<file path="config.mk">
export PLATFORM = sky130hd
export DESIGN_NAME = uart_tx_fifo_feeder
export DESIGN_NICKNAME = d
export VERILOG_FILES = /design/src/rtl/uart_tx_fifo_feeder.sv
export SDC_FILE = /design/constraint.sdc
export NUM_CORES = 1
export LEC_CHECK = 0
export ABC_AREA = 1
export ABC_CLOCK_PERIOD_IN_PS = 2900
export BUFFER_PORTS_ARGS = -buffer_cell sky130_fd_sc_hd__buf_2
export CORE_MARGIN = 4
export CORE_UTILIZATION = 44
export DETAILED_ROUTE_END_ITERATION = 8
export SETUP_SLACK_MARGIN = 0.1
export SLEW_MARGIN = 20
export SYNTH_ARGS = -nofsm -noshare
export SYNTH_HDL_FRONTEND = slang
export SYNTH_SLANG_ARGS = --single-unit
</file>
<file path="constraint.sdc">
create_clock -name sys_clk_100M -period 2.9 [get_ports sys_clk_100M]
set_clock_uncertainty 0.1 [all_clocks]
set_input_delay 0.145 -clock sys_clk_100M [delete_from_list [all_inputs] [get_ports sys_clk_100M]]
set_output_delay 0.145 -clock sys_clk_100M [all_outputs]
set_load 0.02 [all_outputs]
</file>
<file path="src/rtl/uart_tx_fifo_feeder.sv">
// Byte FIFO that drains into the UART transmitter over a level-request / busy handshake.
// Requests that are not acknowledged within ACK_TIMEOUT cycles are dropped and flagged.
module uart_tx_fifo_feeder #(
    parameter int unsigned DEPTH       = 16,
    parameter int unsigned ACK_TIMEOUT = 64,
    parameter int unsigned GAP_CYCLES  = 2,
    localparam int unsigned AW         = $clog2(DEPTH)
) (
    input  logic          sys_clk_100M,
    input  logic          rst_n,
    input  logic          wr_en,
    input  logic [7:0]    wr_data,
    output logic          fifo_full,
    output logic          fifo_empty,
    output logic [AW:0]   fifo_level,
    output logic          wr_overflow,
    output logic          tx_ready,
    output logic [7:0]    tx_data,
    input  logic          tx_busy,
    output logic          ack_err
);

    localparam int unsigned LW = AW + 1;
    localparam int unsigned CW = $clog2(ACK_TIMEOUT);
    localparam int unsigned GW = $clog2(GAP_CYCLES + 1);

    typedef enum logic [1:0] {StIdle, StReq, StDone, StGap} state_e;

    state_e        state_q, state_d;
    logic [7:0]    mem [DEPTH];
    logic [AW-1:0] wr_ptr_q, rd_ptr_q;
    logic [AW:0]   level_q, level_d;
    logic          full_q, empty_q, ovf_q;
    logic [CW-1:0] ack_cnt_q, ack_cnt_d;
    logic [GW-1:0] gap_cnt_q, gap_cnt_d;
    logic          tx_ready_q, tx_ready_d;
    logic          ack_err_q, ack_err_d;
    logic [7:0]    tx_data_q;
    logic          push, pop;

    // Full is the registered flag, so a pop in the same cycle does not free a slot early.
    assign push = wr_en & ~full_q;

    always_comb begin
        state_d    = state_q;
        tx_ready_d = 1'b0;
        ack_err_d  = 1'b0;
        ack_cnt_d  = ack_cnt_q;
        gap_cnt_d  = gap_cnt_q;
        pop        = 1'b0;
        unique case (state_q)
            StIdle: begin
                if (!empty_q) begin
                    pop        = 1'b1;
                    tx_ready_d = 1'b1;
                    ack_cnt_d  = '0;
                    state_d    = StReq;
                end
            end
            StReq: begin
                if (tx_busy) begin
                    state_d = StDone;
                end else if (ack_cnt_q == CW'(ACK_TIMEOUT - 1)) begin
                    ack_err_d = 1'b1;
                    gap_cnt_d = '0;
                    state_d   = StGap;
                end else begin
                    tx_ready_d = 1'b1;
                    ack_cnt_d  = ack_cnt_q + 1'b1;
                end
            end
            StDone: begin
                if (!tx_busy) begin
                    gap_cnt_d = '0;
                    state_d   = StGap;
                end
            end
            StGap: begin
                if (gap_cnt_q == GW'(GAP_CYCLES - 1)) begin
                    state_d = StIdle;
                end else begin
                    gap_cnt_d = gap_cnt_q + 1'b1;
                end
            end
            default: state_d = StIdle;
        endcase
    end

    assign level_d = level_q + LW'(push) - LW'(pop);

    always_ff @(posedge sys_clk_100M or negedge rst_n) begin
        if (!rst_n) begin
            state_q    <= StIdle;
            wr_ptr_q   <= '0;
            rd_ptr_q   <= '0;
            level_q    <= '0;
            full_q     <= 1'b0;
            empty_q    <= 1'b1;
            ovf_q      <= 1'b0;
            ack_cnt_q  <= '0;
            gap_cnt_q  <= '0;
            tx_ready_q <= 1'b0;
            ack_err_q  <= 1'b0;
            tx_data_q  <= 8'h00;
        end else begin
            state_q    <= state_d;
            ack_cnt_q  <= ack_cnt_d;
            gap_cnt_q  <= gap_cnt_d;
            tx_ready_q <= tx_ready_d;
            ack_err_q  <= ack_err_d;
            level_q    <= level_d;
            full_q     <= (level_d == LW'(DEPTH));
            empty_q    <= (level_d == '0);
            ovf_q      <= wr_en & full_q;
            if (push) begin
                wr_ptr_q <= wr_ptr_q + 1'b1;
            end
            if (pop) begin
                rd_ptr_q  <= rd_ptr_q + 1'b1;
                tx_data_q <= mem[rd_ptr_q];
            end
        end
    end

    always_ff @(posedge sys_clk_100M) begin
        if (push) begin
            mem[wr_ptr_q] <= wr_data;
        end
    end

    assign fifo_full   = full_q;
    assign fifo_empty  = empty_q;
    assign fifo_level  = level_q;
    assign wr_overflow = ovf_q;
    assign tx_ready    = tx_ready_q;
    assign tx_data     = tx_data_q;
    assign ack_err     = ack_err_q;

endmodule

</file>
==> flow_summary.json, run 1 <==
{
  "fin_crit_ps": 2580,
  "max_freq_ghz": 0.387,
  "cts_buffers": 17,
  "hold_depth": 1,
  "synth_most_common_cell": "nand2_1",
  "place.gp.congestion": 0.758,
  "synth_top_cell_by_area": "edfxtp_1",
  "antenna_found_initial": 0,
  "layout.nets": 712,
  "outcome": "complete, no violations",
  "setup.worst_path.end": "fifo_empty$_DFF_PN1_",
  "io_pins": 30,
  "grt-ovfl-total": 0,
  "crit_path_start_kind": "flop",
  "synth-seq-cells": 164,
  "startpoint": "state_q[1]$_DFFE_PN0P_",
  "min_period_over_period": 0.890,
  "yosys-top-cells-area": "edfxtp_1, nand2_1, dfrtp_1",
  "antenna_cells": 0,
  "maxSlewHeadroom": 0.421,
  "yosysTopAreaCellShare": 0.549,
  "crit_top_cell": "inv_1",
  "setup_viol": 0,
  "die_h_um": 134,
  "grt_usage": 0.179,
  "wirelength_um": 15300,
  "r2r-end": "fifo_empty$_DFF_PN1_",
  "p_per_area_mw_per_mm2": 1080,
  "io_buffers": 29,
  "p_leak_uw": 0.00331,
  "tightest_slew_ps": 868,
  "maxSlewViolCount": 0,
  "ys_types": 28,
  "via_count": 4655,
  "drive_gt1_frac": 0.119,
  "synth.cell_area_mm2": 0.00700,
  "clockRootBuffer": "clkbuf_16",
  "area_delta_synth_final_pct": 15.1,
  "required_ps": 3160,
  "core_area_mm2": 0.0154,
  "die_w_um": 134,
  "yosys-top-cells-count": "nand2_1, edfxtp_1, nand3_1",
  "grt_pass1_vias": 4479,
  "rows": 45,
  "ir_worst_vdd_mv": 0.559,
  "hpwl_um": 9430,
  "endpoint_kind": "flop",
  "hold_class": "input pin to flop",
  "clk_latency_ps": 430,
  "crit_type": "flop to flop",
  "syn-num-nets": 672,
  "crit_slowest_cell": "dfrtp_1",
  "ctsHtreeMaxLevel": 4,
  "synth-edff-count": 128,
  "rsz0062_at_grt": "false",
  "die_area_mm2": 0.0180,
  "cp.buffers_inverters": 5,
  "path_cells": "inv_1 -> ha_1 -> inv_1 -> nor2_2 -> ha_1 -> inv_1 -> ha_1 -> inv_1 -> fa_1 -> o21ai_2 -> xor2_1 -> buf_4 -> nor2_1",
  "rrSetupSlack_ps": 320,
  "async_flop_share": 0.220,
  "grt_pass1_wl_um": 24400,
  "cp.depth": 13,
  "avgRoutedWirePerCell_um": 16.9,
  "cts_sinks": 164,
  "cts_buffer_depth": 2,
  "start_util": 0.455,
  "critPathMaxFanout": 5,
  "grt_max_degree": 39,
  "reg2reg_depth": 13,
  "setup_tns_ps": 0,
  "ys_warn_count": 0,
  "ys.flop_type": "edfxtp_1",
  "max_stage_delay_ps": 430,
  "hold_viol_final": 0,
  "path_delay_family": "adder cells",
  "drtIter0Drc": 331,
  "path_clk_slew_ps": 70,
  "yosysSeqAreaShare": 0.678,
  "post_drt_via_cell_ratio": 5.14,
  "final_util": 0.524,
  "arrival_ps": 2840,
  "n_fill_cell": 1337,
  "drc_errors": 0,
  "syn_area_per_cell_um2": 10.9,
  "r2r_start": "state_q[1]$_DFFE_PN0P_",
  "first_pass_iters": 5,
  "synthesis.instances": 642,
  "postRouteAntennaNets": 0,
  "tritoncts": "yes",
  "maxCapViolCount": 0
}
## power by group
| group | leakage, µW | total, µW | switching, µW | internal (µW) |
|---|---|---|---|---|
| Sequential | 0.00161 | 3190 | 262 | 2930 |
| Combinational | 0.00139 | 3070 | 2090 | 984 |
| Clock | 0.000311 | 2430 | 963 | 1460 |
| Total | 0.00331 | 8690 | 3310 | 5380 |
## per-stage QoR
stage	hold slack, ps	instance area, µm²	total power, µW	std cells	worst slack [ps]
after CTS	20.8	8040	8690	905	202
after global routing	20.7	8050	9290	906	117
after floorplan	-251	7000	5350	642	125
after detailed placement	208	7370	6240	870	237
final	25.6	8050	8690	906	318
after global placement	205	7370	6140	870	342
## cells in the final DEF (no fill, tap or decap), types with 3 or more instances in the layout
master / count
nand4_1: 4
clkinv_1: 4
nor2_1: 21
a21oi_1: 5
inv_1: 30
nand3_1: 104
buf_4: 13
bufinv_16: 4
dlygate4sd3_1: 3
o21ai_0: 10
dfrtp_1: 34
nand2_1: 236
xor2_1: 8
inv_6: 5
edfxtp_1: 128
ha_1: 17
clkbuf_16: 17
buf_2: 29
## metal layers
layer | part of all wire | GRT usage
met1 | 0.44 | 0.245
met2 | 0.49 | 0.293
met3 | 0.064 | 0.0401
met4 | 0.0083 | 0.0441
met5 | 0 | 0
## layout make-up
cell class | count | area (µm²) | area share
Clock buffer | 17 | 425 | 0.0528
Clock inverter | 15 | 216 | 0.0269
Sequential cell | 164 | 4750 | 0.590
Multi-Input combinational cell | 418 | 1970 | 0.245
Inverter | 35 | 131 | 0.0163
Tap cell | 211 | 264 | 0.0328
Timing Repair Buffer | 46 | 293 | 0.0364
## logic make-up after synthesis
group / after synthesis / share of synthesized area
simple gates: 370 / 0.220
flops: 164 / 0.678
buf+inv: 60 / 0.0406
compound gates: 20 / 0.0157
fa+ha+maj: 18 / 0.0333
xor+xnor: 10 / 0.0125
## registers in the layout, summed over array words and instances, names as in the netlist
| name | flops |
|---|---|
| fifo_level | 5 |
| wr_overflow | 1 |
| rd_ptr_q | 4 |
| mem | 128 |
| tx_data | 8 |
| tx_ready | 1 |
| ack_cnt_q | 6 |
| fifo_empty | 1 |
| ack_err | 1 |
| fifo_full | 1 |
| state_q | 2 |
| wr_ptr_q | 4 |
| gap_cnt_q | 2 |
## worst min-delay path by stage
stage	from	to	slack (ps)
floorplan	rst_n	ack_cnt_q[0]$_DFFE_PN0P_	-250
global placement	rst_n	tx_data[2]$_DFFE_PN0P_	200
detailed placement	rst_n	tx_data[2]$_DFFE_PN0P_	210
CTS	wr_data[4]	mem[13][4]$_DFFE_PP_	20
global route	wr_data[4]	mem[9][4]$_DFFE_PP_	20
finish	wr_data[4]	mem[9][4]$_DFFE_PP_	30
## timing repair
| action | 4_1_cts | 5_1_grt |
|---|---|---|
| endpoints found under the hold margin | 38 | 0 |
| buffers inserted | 0 | 1 |
| endpoints found under the setup margin | 0 | 2 |
| resized for setup | 0 | 4 |
| hold buffers | 3 | 0 |
## worst register-to-register path: stages (launching register included)
cell and delay, ps:
dfrtp_1 430, inv_1 120, ha_1 170, inv_1 70, nor2_2 110, ha_1 240, inv_1 60, ha_1 150
inv_1 60, fa_1 420, o21ai_2 180, xor2_1 230, buf_4 140, nor2_1 30
Note: power is estimated with default switching activity, not from simulation.
==> run 2, diff against run 1 <==
- ABC_AREA: 1 -> unset
==> run 2 against run 1 <==
Against the previous run: setup slack got worse by 99 ps; non-clock buffer count down 4; flip-flop and latch count unchanged; first-iteration DRC count down 11%; cell count decreased by 19%; largest power group unchanged; design area shrank 0.65%; fmax down 3.7%; global-route usage down 0.55 points; routed wire length is 4.9% lower; via count is 15% lower.
==> flow_summary.json, run 2 <==
{
  "critPathMaxFanout": 3,
  "rsz0062_at_grt": "false",
  "io_pins": 30,
  "first_pass_iters": 5,
  "required_ps": 3130,
  "grt_pass1_wl_um": 23200,
  "yosysSeqAreaShare": 0.682,
  "path_cells": "inv_2 -> ha_2 -> nand2b_1 -> inv_2 -> ha_1 -> inv_1 -> ha_2 -> inv_1 -> fa_1 -> inv_1 -> or3_4 -> nor4_4",
  "via_count": 3935,
  "reg2reg_depth": 12,
  "synth-seq-cells": 164,
  "yosysTopAreaCellShare": 0.552,
  "setup_tns_ps": 0,
  "hold_depth": 1,
  "hold_viol_final": 0,
  "crit_top_cell": "inv_1",
  "tightest_slew_ps": 867,
  "hold_class": "input pin to flop",
  "synth.cell_area_mm2": 0.00696,
  "setup_viol": 0,
  "p_leak_uw": 0.00296,
  "drive_gt1_frac": 0.161,
  "clockRootBuffer": "clkbuf_16",
  "grt-ovfl-total": 0,
  "crit_slowest_cell": "fa_1",
  "synthesis.instances": 468,
  "yosys-top-cells-count": "edfxtp_1, mux2i_1, nand2_1",
  "p_sw_uw": 2850,
  "ys.flop_type": "edfxtp_1",
  "clk_latency_ps": 420,
  "synth-edff-count": 128,
  "endpoint_kind": "flop",
  "hp-start": "wr_data[6]",
  "n_fill_cell": 1324,
  "die_w_um": 134,
  "drc_errors": 0,
  "outcome": "complete, no violations",
  "die_area_mm2": 0.0179,
  "ys_types": 51,
  "p_comb_frac": 0.331,
  "grt_pass1_vias": 4026,
  "cts_buffers": 17,
  "tritoncts": "yes",
  "crit_type": "flop to flop",
  "r2r_start": "state_q[0]$_DFFE_PN0P_",
  "rrSetupSlack_ps": 220,
  "dp.cells": 697,
  "max_stage_delay_ps": 480,
  "clkPwrFrac": 0.279,
  "syn-num-nets": 498,
  "async_flop_share": 0.220,
  "final_cell_mix": "edfxtp_1, mux2i_1, nand2_1",
  "crit_path_start_kind": "flop",
  "grt_max_degree": 37,
  "synth_top_cell_by_area": "edfxtp_1",
  "maxSlewHeadroom": 0.422,
  "path_clk_slew_ps": 60,
  "postRouteAntennaNets": 0,
  "post_drt_via_cell_ratio": 5.37,
  "p_seq_frac": 0.391,
  "wirelength_um": 14600,
  "cts_sinks": 164,
  "yosys-top-cells-area": "edfxtp_1, dfrtp_1, mux2i_1",
  "min_period_over_period": 0.924,
  "r2r-end": "fifo_empty$_DFF_PN1_",
  "hpwl_um": 9370,
  "maxSlewViolCount": 0,
  "core_area_mm2": 0.0154,
  "regMostFlops": "mem",
  "cp.buffers_inverters": 5,
  "rows": 45,
  "p_per_area_mw_per_mm2": 1040,
  "start_util": 0.453,
  "syn_area_per_cell_um2": 14.9,
  "fin_crit_ps": 2680,
  "synth_most_common_cell": "edfxtp_1",
  "place.gp.congestion": 0.772,
  "antenna_found_initial": 0,
  "antenna_cells": 0,
  "grt_usage": 0.173,
  "io_buffers": 29,
  "cts_buffer_depth": 2,
  "layout_commonest_cell": "edfxtp_1",
  "largest_register_ff_count": 128,
  "die_h_um": 134,
  "arrival_ps": 2910,
  "ir_worst_vdd_mv": 0.778,
  "path_delay_family": "adder cells",
  "maxCapViolCount": 0,
  "max_freq_ghz": 0.373,
  "final_util": 0.520,
  "ctsHtreeMaxLevel": 4,
  "stdcell_count": 733,
  "area_delta_synth_final_pct": 15.0,
  "p_sw_frac": 0.342,
  "avgRoutedWirePerCell_um": 19.9,
  "drtIter0Drc": 295,
  "layout.nets": 539,
  "intPower_uw": 5500,
  "timing.hold.ws_ps": 20.1,
  "ys_warn_count": 0,
  "min_to": "mem[1][6]$_DFFE_PP_"
}
==> run 2: cell types whose count changed in the layout (fill, tap and decap cells not counted), sizes merged, moves of 7 or more <==
cell	delta
mux2i	+64
inv	-21
nor2	-16
clkbuf	+8
xor2	-7
and2	+19
a32oi	+8
nand3	-91
a22oi	+16
a21oi	+15
nand2	-200
==> run 2: power by group through the flow <==
stage / clock network [µW] / registers, µW / logic (µW)
after floorplan: 0 / 3260 / 1920
after global placement: 0 / 3290 / 2570
after detailed placement: 0 / 3310 / 2640
after CTS: 2360 / 3260 / 2670
after global routing: 2450 / 3310 / 3060
final: 2330 / 3260 / 2760
==> run 2: how the worst max path moves through the flow <==
stage	start	slack [ps]	cells past startpoint	to
final	state_q[0]$_DFFE_PN0P_	220	12	fifo_empty$_DFF_PN1_
after global placement	state_q[1]$_DFFE_PN0P_	210	12	fifo_empty$_DFF_PN1_
after detailed placement	state_q[1]$_DFFE_PN0P_	110	13	fifo_full$_DFF_PN0_
after CTS	state_q[0]$_DFFE_PN0P_	160	13	fifo_full$_DFF_PN0_
after global routing	state_q[1]$_DFFE_PN0P_	70	12	fifo_empty$_DFF_PN1_
after floorplan	state_q[0]$_DFFE_PN0P_	250	13	fifo_full$_DFF_PN0_
==> run 2: what timing repair did <==
item,in CTS,in global routing
resized for setup,0,10
setup buffers,1,1
endpoints found under the setup margin,1,2
gates cloned,0,0
pin swaps,0,1
hold buffers,2,0
hold endpoints to repair,36,0
==> run 2: metal layers <==
layer	track usage	share of wire	up-vias
li1	-	-	1850
met2	0.270	0.47	93
met1	0.237	0.46	1976
met3	0.0442	0.052	16
met4	0.0629	0.015	0
met5	0	0	-
==> run 2: per-stage QoR <==
step	cell area [µm²]	setup slack (ps)	total power, µW
after CTS	7960	156	8290
after global routing	8000	71.3	8830
after floorplan	6960	253	5180
after global placement	7310	206	5860
after detailed placement	7310	105	5950
final	8000	220	8350
==> run 2: worst register-to-register path, cell delays in order (launching register included) <==
cell and delay (ps):
dfrtp_1 360, inv_2 60, ha_2 180, nand2b_1 100
inv_2 50, ha_1 260, inv_1 60, ha_2 170
inv_1 50, fa_1 480, inv_1 60, or3_4 410
nor4_4 270
==> run 2: kinds of logic after synthesis <==
logic type / synth area share
AOI/OAI and AO/OA: 0.0743
buffers and inverters: 0.0306
xor gates and xnor gates: 0.0113
muxes: 0.0942
adders and majority gates: 0.0334
DFF: 0.682
and+or+nand+nor: 0.0741
==> run 2: area by class of cell <==
type | instances | area [µm²] | share of cell area
multi-input cells | 267 | 2030 | 0.254
clock inverters | 7 | 123 | 0.0153
flip-flops and latches | 164 | 4750 | 0.594
well taps | 211 | 264 | 0.0330
inverters | 17 | 63.8 | 0.00798
clock buffers | 25 | 495 | 0.0619
repair buffers | 42 | 273 | 0.0341
